### config.mk
export PLATFORM = sky130hd
export DESIGN_NAME = uart_rx_ctrl
export DESIGN_NICKNAME = d
export VERILOG_FILES = /design/src/rtl/uart_pkg.sv /design/src/rtl/uart_rx_fifo.sv /design/src/rtl/uart_rx_ctrl.sv
export SDC_FILE = /design/constraint.sdc
export NUM_CORES = 1
export LEC_CHECK = 0
export ABC_AREA = 0
export CORE_MARGIN = 5
export CORE_UTILIZATION = 55
export DETAILED_ROUTE_END_ITERATION = 7
export GPL_TIMING_DRIVEN = 0
export PLACE_DENSITY = 0.76
export SYNTH_ARGS = -nofsm -noshare
export SYNTH_HDL_FRONTEND = slang
export SYNTH_HIERARCHICAL = 1
export SYNTH_SLANG_ARGS = --single-unit
### constraint.sdc
create_clock -name clk -period 3.51 [get_ports clk]
set_clock_uncertainty 0.15 [all_clocks]
set_input_delay 0.702 -clock clk [delete_from_list [all_inputs] [get_ports clk]]
set_output_delay 0.702 -clock clk [all_outputs]
set_load 0.01 [all_outputs]
### src/rtl/uart_pkg.sv
// Shared definitions for the UART receive controller: FSM state encoding,
// frame layout and the parity helper.
package uart_pkg;

  localparam int unsigned FRAME_W  = 10;
  localparam int unsigned DATA_MSB = 7;
  localparam int unsigned PAR_BIT  = 8;
  localparam int unsigned STOP_BIT = 9;

  typedef enum logic [1:0] {
    ST_DISABLED = 2'd0,
    ST_LISTEN   = 2'd1,
    ST_CHECK    = 2'd2,
    ST_STORE    = 2'd3
  } rx_state_t;

  // True when data XOR parity matches the expected sense (0 = even, 1 = odd).
  function automatic logic parity_ok(input logic [DATA_MSB:0] data,
                                     input logic parity,
                                     input logic odd);
    return ((^data) ^ parity) == odd;
  endfunction

endpackage

### src/rtl/uart_rx_fifo.sv
// Small show-ahead FIFO for received bytes. Pointers wrap modulo DEPTH and
// occupancy is tracked separately so full and empty stay distinct.
module uart_rx_fifo #(
  parameter int unsigned DEPTH = 4,
  parameter int unsigned PTR_W = 2
) (
  input  logic             clk,
  input  logic             reset,
  input  logic             push,
  input  logic             pop,
  input  logic [7:0]       wdata,
  output logic [7:0]       rdata,
  output logic [PTR_W:0]   count,
  output logic             full,
  output logic             empty
);

  logic [7:0]       mem [DEPTH];
  logic [PTR_W-1:0] wr_ptr;
  logic [PTR_W-1:0] rd_ptr;
  logic             do_pop;
  logic             do_push;

  assign empty   = (count == '0);
  assign full    = (count == (PTR_W+1)'(DEPTH));
  assign do_pop  = pop & ~empty;
  // A pop in the same cycle frees the slot, so a full FIFO can still accept.
  assign do_push = push & (~full | do_pop);
  assign rdata   = mem[rd_ptr];

  // Storage, pointers and occupancy.
  always_ff @(posedge clk or posedge reset) begin
    if (reset) begin
      for (int unsigned i = 0; i < DEPTH; i++) mem[i] <= '0;
      wr_ptr <= '0;
      rd_ptr <= '0;
      count  <= '0;
    end else begin
      if (do_push) begin
        mem[wr_ptr] <= wdata;
        wr_ptr      <= wr_ptr + 1'b1;
      end
      if (do_pop) rd_ptr <= rd_ptr + 1'b1;
      if (do_push && !do_pop)      count <= count + 1'b1;
      else if (do_pop && !do_push) count <= count - 1'b1;
    end
  end

endmodule

### src/rtl/uart_rx_ctrl.sv
// UART receive controller: gates the receiver, captures frames, checks
// parity/stop, buffers good bytes and keeps sticky error status.
// Optional macro UART_RX_TIMEOUT_EN adds the rx_timeout output.
module uart_rx_ctrl
  import uart_pkg::*;
#(
  parameter int unsigned DEPTH          = 4,
  parameter int unsigned PTR_W          = 2,
  parameter int unsigned PARITY_ODD     = 0,
  parameter int unsigned TIMEOUT_CYCLES = 2048
) (
  input  logic               clk,
  input  logic               reset,
  input  logic               en,
  input  logic [FRAME_W-1:0] rx_frame,
  input  logic               rx_char_received,
  output logic               rx_enable,
  output logic [7:0]         rd_data,
  output logic               rd_valid,
  input  logic               rd_ack,
  output logic [PTR_W:0]     count,
  output logic               err_parity,
  output logic               err_frame,
  output logic               err_overrun,
`ifdef UART_RX_TIMEOUT_EN
  output logic               rx_timeout,
`endif
  input  logic               clr_err
);

  rx_state_t          state, state_nxt;
  logic [FRAME_W-1:0] frame_q;
  logic               par_ok_q;
  logic               stop_ok_q;
  logic               fifo_full;
  logic               fifo_empty;
  logic               pop;
  logic               push;
  logic               good;
  logic               set_par, set_frm, set_ovr;

  assign pop      = rd_ack & ~fifo_empty;
  assign rd_valid = ~fifo_empty;
  assign good     = par_ok_q & stop_ok_q;

  // State register.
  always_ff @(posedge clk or posedge reset) begin
    if (reset) state <= ST_DISABLED;
    else       state <= state_nxt;
  end

  // Next-state, receiver enable, push and error-set decisions.
  always_comb begin
    state_nxt = state;
    rx_enable = 1'b0;
    push      = 1'b0;
    set_par   = 1'b0;
    set_frm   = 1'b0;
    set_ovr   = 1'b0;
    unique case (state)
      ST_DISABLED: begin
        if (en) state_nxt = ST_LISTEN;
      end
      ST_LISTEN: begin
        rx_enable = 1'b1;
        if (rx_char_received) state_nxt = ST_CHECK;
        else if (!en)         state_nxt = ST_DISABLED;
      end
      ST_CHECK: begin
        rx_enable = 1'b1;
        set_ovr   = rx_char_received;
        state_nxt = ST_STORE;
      end
      ST_STORE: begin
        rx_enable = 1'b1;
        set_par   = ~par_ok_q;
        set_frm   = ~stop_ok_q;
        // Full FIFO only loses the byte when no pop frees a slot this cycle.
        push      = good & (~fifo_full | pop);
        set_ovr   = rx_char_received | (good & fifo_full & ~pop);
        state_nxt = en ? ST_LISTEN : ST_DISABLED;
      end
      default: state_nxt = ST_DISABLED;
    endcase
  end

  // Frame capture in LISTEN and check results in CHECK.
  always_ff @(posedge clk or posedge reset) begin
    if (reset) begin
      frame_q   <= '0;
      par_ok_q  <= 1'b0;
      stop_ok_q <= 1'b0;
    end else begin
      if (state == ST_LISTEN && rx_char_received) frame_q <= rx_frame;
      if (state == ST_CHECK) begin
        par_ok_q  <= parity_ok(frame_q[DATA_MSB:0], frame_q[PAR_BIT],
                               PARITY_ODD != 0);
        stop_ok_q <= frame_q[STOP_BIT];
      end
    end
  end

  // Sticky error flags; a set wins over a same-cycle clear.
  always_ff @(posedge clk or posedge reset) begin
    if (reset) begin
      err_parity  <= 1'b0;
      err_frame   <= 1'b0;
      err_overrun <= 1'b0;
    end else begin
      err_parity  <= set_par | (err_parity  & ~clr_err);
      err_frame   <= set_frm | (err_frame   & ~clr_err);
      err_overrun <= set_ovr | (err_overrun & ~clr_err);
    end
  end

  uart_rx_fifo #(
    .DEPTH (DEPTH),
    .PTR_W (PTR_W)
  ) u_fifo (
    .clk   (clk),
    .reset (reset),
    .push  (push),
    .pop   (rd_ack),
    .wdata (frame_q[DATA_MSB:0]),
    .rdata (rd_data),
    .count (count),
    .full  (fifo_full),
    .empty (fifo_empty)
  );

`ifdef UART_RX_TIMEOUT_EN
  localparam int unsigned TO_W = $clog2(TIMEOUT_CYCLES + 1);
  logic [TO_W-1:0] to_cnt;

  // Idle counter: restarts on any FIFO activity or while empty, saturates.
  always_ff @(posedge clk or posedge reset) begin
    if (reset)                         to_cnt <= '0;
    else if (push || pop || fifo_empty) to_cnt <= '0;
    else if (to_cnt != '1)             to_cnt <= to_cnt + 1'b1;
  end

  assign rx_timeout = ~fifo_empty & (to_cnt >= TO_W'(TIMEOUT_CYCLES));
`endif

endmodule

* After elaboration in Yosys (flattened, before gate mapping)
Cells that the tools add are included.
** Storage, ports and cells
- Input port bits :: 16
- Logic and storage cells :: 81
- Register bits after elaboration :: 56
- Output and inout bits :: 16
** Operators by class
- Order comparisons :: 3
- Equal/unequal tests :: 6
- Mux-type cells :: 18
- Bitwise gates (word level) :: 24
- Reduce and logical (&&, ||, !) cells :: 12
- Add/subtract/negate cells :: 4
** Operator list (number)
- bitwise mux 32 bit :: 1
- 2-to-1 mux 8 bit :: 3
- binary-select mux 8 bit (select 2 bit) :: 1
- demux 8 bit (select 2 bit) :: 1
- bitwise AND 1 bit :: 9
- one-hot mux 2 bit (4 select lines) :: 1
- parity 8 bit :: 1
- inverter 1 bit :: 7
- >= comparator 3 bit, second input constant :: 2
- 2-to-1 mux 2 bit :: 3
- 2-to-1 mux 3 bit :: 2
- inverter 2 -> 3 bit :: 2
- 2-to-1 mux 1 bit :: 5
- OR 1 bit :: 5
- adder 2 x 1 -> 2 bit, second input constant :: 2
- equality test 2 bit, second input constant :: 2
- logical AND 1 bit :: 4
- adder 3 x 1 -> 3 bit, second input constant :: 1
- equality test 3 bit, second input constant :: 1
- logical NOT 3 bit :: 1
- < comparator 3 x 1 -> 1 bit, second input constant :: 1
- inequality test 3 bit, second input constant :: 1
- OR reduction 3 bit :: 1
- subtractor 3 x 1 -> 3 bit, second input constant :: 1
- 8 further kinds :: 9

* Longest topological paths before layout
- Depth in word-level cells :: 11
- Mapped depth :: 10
- Mapped depth without buffers :: 10

* Cells and area by module
Netlist, hierarchy kept.
** Modules (own cells, without submodules)
- uart_rx_fifo :: seq. area each 975.9 um2, cells each 114, area each 1798.0 um2, instances 1
- uart_rx_ctrl :: seq. area each 425.4 um2, cells each 56, area each 745.7 um2, instances 1

* Worst setup path before layout
No wires, ideal clock.
- Path kind :: input to register
- Start :: input rd_ack
- End :: register u_fifo.count[2]
- Arrival time :: 2.396 ns
- Library setup time :: 0.079 ns
- Cell stages on the path :: 10
- Path slack :: 0.884 ns
- Cells stage by stage :: inv_1 > o21ai_0 > nor2b_1 > nor2b_1 > ha_1 > inv_1 > fa_1 > xor2_1 > nor2_1 > xor2_1
** On the way
- Cells in the longest elaborated chain, start to end :: 8
** RTL lines
- start, declared :: RTL line uart_rx_ctrl.sv:20 : input logic rd_ack,
- bitwise AND 1 bit (*) :: RTL line uart_rx_ctrl.sv:42 : assign pop = rd_ack & ~fifo_empty;
- OR 1 bit (*) :: RTL line uart_rx_ctrl.sv:79 : push = good & (~fifo_full | pop);
- bitwise AND 1 bit (*) :: RTL line uart_rx_ctrl.sv:79
- 2-to-1 mux 1 bit (*) :: RTL line uart_rx_ctrl.sv:60 : unique case (state)
- named net push :: RTL line uart_rx_ctrl.sv:38 : logic push;
- bitwise AND 1 bit (*) :: RTL line uart_rx_fifo.sv:28 : assign do_push = push & (~full | do_pop);
- named net u_fifo.do_push :: RTL line uart_rx_fifo.sv:22 : logic do_push;
- logical NOT 1 bit :: RTL line uart_rx_fifo.sv:45 : else if (do_pop && !do_push) count <= count - 1'b1;
- logical AND 1 bit :: RTL line uart_rx_fifo.sv:45
- nonzero test 2 bit (no source line)
- end signal, assigned :: RTL line uart_rx_fifo.sv:44 : if (do_push && !do_pop) count <= count + 1'b1;
- end signal, assigned :: RTL line uart_rx_fifo.sv:45
- end, declared :: RTL line uart_rx_fifo.sv:13 : output logic [PTR_W:0] count,
The timed path passes the listed nets; every way through them passes the cells marked *.
A chain may end at the register's enable or synchronous reset.

* Worst setup path after layout
Same ends and word-level chain as after synthesis.

==> metrics <==
starting density of the core=between 50% and 60%; r2r worst-path depth=10; critical path capture point type=register; Synth Instances=170; DR DRC count=0; Clock Latency Late Sink=~300 ps; Crit path required time=3590 ps; Final Util=between 60% and 70%; Die Height=between 70 and 80 um; Tot GR Track Use=17.2%; fmax=315 MHz; final critical-path share of the clock period=90.5%; # rows=24; crit path kind=in2reg; post_cts resized=0; worst r2r dst=u_fifo/count[2]$_DFFE_PP0P_; worst slack at placement=22.5 ps; Power Dens Cells=770 mW/mm2; startpoint types=primary input; gp weighted congestion=0.791; first drt pass iteration count=4; Via density=5.58; Buffers on Ports=31; clk buf depth=2; final worst-path setup slack=around 330 ps; Placed Cells=254; slowest CP cell=clkdlybuf4s50_1; clock root buffer=clkbuf_8; initial antenna violation count=0; Core ar.=0.00441 mm2; Synth Register Bits=56; DRT iter0 DRCs=90; Min Hold Slack=355 ps; Slew Limit Fails=0; first element of the critical path=rd_ack; total gr overflow=0; minimum clock period=around 3200 ps; Max VDD drop=0.412 mV; RR Startpoint=u_fifo/count[0]$_DFFE_PP0P_; vias in the first global route=1600; CTS tree=yes; Max-slew headroom=53.3%; main area contributors after synthesis=dfrtp_1, mux2_2, mux4_2; final setup TNS=0 ps; cts hold-fix bufs=0; leak pwr=1.37 nW; die area=0.00608 mm2; DR vias=1444; top-area cell type share of the netlist area=55.1%; most frequent cells in the layout=dfrtp_1, mux2_2, clkdlybuf4s50_1; worst setup path endpoint=u_fifo/count[2]$_DFFE_PP0P_; post-synthesis cell type count=28; crit path cell chain=clkdlybuf4s50_1, inv_1, o21ai_0, nor2b_1, nor2b_1, ha_1, inv_1, fa_1, xor2_1, nor2_1, xor2_1; final hold vios=0; actual slew at the worst max-slew pin=700 ps; Max-Cap Viols=0; fin cells=about 260; first-pass GRT wire length=between 8000 and 9000 um; final antenna-violating net count=0; area leader, netlist=dfrtp_1; flop-to-flop setup slack=660 ps; layout cells sized above 1=32.9%; endpoints failing setup=0; DRT Wirelength=4700 um; ANT cells=0; H-tree Lvls=2; register area share after synthesis=between 50% and 60%; synth warn=6; largest net degree at the start of global routing=26; CP max stage delay=roughly 570 ps; Arr. time, crit path=3260 ps; syn_nets=192; Final HPWL DP=between 3000 and 4000 um; area grow syn2layout=18.5%; status=finished, final reports clean; clock buffers created by TritonCTS=5; Worst Hold Class=reg2reg; DR WL/cell=18.1 um; syn avg cell area=roughly 15 um2; Ports=32; most common cell after layout, fill and taps aside=dfrtp_1; Cell Area, Synth=roughly 0.0025 mm2; postcts setup bufs=0; clk sinks=56; nets=231; clock-pin slew on the worst setup and hold paths=approximately 90 ps; Die Width=78.0 um; CP max FO=5; RSZ-0062 raised after global routing=no
==> cell families (layout without fill, tap and decap cells) <==
| family | Yosys count | in the layout | share of synthesized area [%] |
|---|---|---|---|
| DFF | 56 | 56 | 55.1 |
| muxes | 53 | 53 | 27.0 |
| and+or+nand+nor | 25 | 25 | 5.95 |
| xor gates and xnor gates | 13 | 13 | 5.31 |
| buffers and inverters | 11 | 48 | 1.82 |
| adders and majority gates | 6 | 6 | 3.25 |
| AOI/OAI and AO/OA | 6 | 6 | 1.57 |
==> synthesized netlist by cell type <==
cell       instances
nor2_1             1
nor4b_4            1
buf_1              1
or2_2              1
inv_1              8
nand4_1            1
o21ai_0            2
fa_1               1
buf_4              1
nand3b_1           2
nor2b_1            2
xor2_1             3
mux4_2             8
a22oi_1            1
xnor3_1            1
nor3_1             1
xnor2_2            1
nor2_2             4
nor3b_1            1
o2bb2ai_1          2
xnor2_1            8
nand2_1            9
dfrtp_1           56
o21ai_1            1
buf_2              1
ha_1               5
mux2_2            45
nand2b_1           2
==> worst min path at each step <==
stage	cells past startpoint	startpoint	endpoint
2_1_floorplan	1	stop_ok_q$_DFFE_PP0N_	err_frame$_DFF_PP0_
3_5_place_dp	1	par_ok_q$_DFFE_PP0N_	err_parity$_DFF_PP0_
5_1_grt	1	u_fifo/mem[11]$_DFFE_PP0P_	u_fifo/mem[11]$_DFFE_PP0P_
4_1_cts	1	par_ok_q$_DFFE_PP0N_	err_parity$_DFF_PP0_
6_report	1	par_ok_q$_DFFE_PP0N_	err_parity$_DFF_PP0_
3_3_place_gp	1	stop_ok_q$_DFFE_PP0N_	err_frame$_DFF_PP0_
==> power breakdown <==
part / internal [W] / total [W] / switching [W] / leakage [nW]
clock network: 0.000129 / 0.000313 / 0.000184 / 0.0359
registers: 0.000860 / 0.00107 / 0.000208 / 0.727
logic: 0.000584 / 0.000943 / 0.000359 / 0.608
total: 0.00157 / 0.00232 / 0.000750 / 1.37
==> flip-flops by register name (all words and copies together) (netlist names), named ones only <==
name / flops
err_frame: 1
par_ok_q: 1
stop_ok_q: 1
u_fifo/wr_ptr: 2
frame_q: 10
err_parity: 1
err_overrun: 1
u_fifo/rd_ptr: 2
u_fifo/mem: 32
u_fifo/count: 3
state: 1
==> metrics by stage <==
step	instance area (um2)	power, W
4_1_cts	3020	0.00235
3_5_place_dp	2950	0.00204
6_report	3020	0.00232
5_1_grt	3020	0.00248
3_3_place_gp	2920	0.00199
2_1_floorplan	2540	0.00170
==> layer usage <==
layer	GRT usage (%)	wire length, um	share of wire, %	vias to the layer above
li1	-	-	-	670
met1	22.9	2110	45	746
met2	27.9	2410	51	21
met3	4.28	123	2.6	7
met4	5.41	54	1.2	0
met5	0	0	0	-
==> area by class of cell <==
class,instances,area (um2)
well taps,52,65.1
repair buffers,32,338
multi-input cells,103,1100
inverters,8,30.0
flip-flops and latches,56,1400
fillers,293,1400
plain buffers,3,16.3
clock buffers,5,68.8
==> worst max-delay path: cells and delay by family <==
family,cells,cell delay (ps)
adder cells (fa/ha/maj),2,620
buffers and inverters,3,690
XOR/XNOR,2,300
AND/OR/NAND/NOR,3,770
AO/OA/AOI/OAI,1,190
Power figures use the tool's default switching activity.
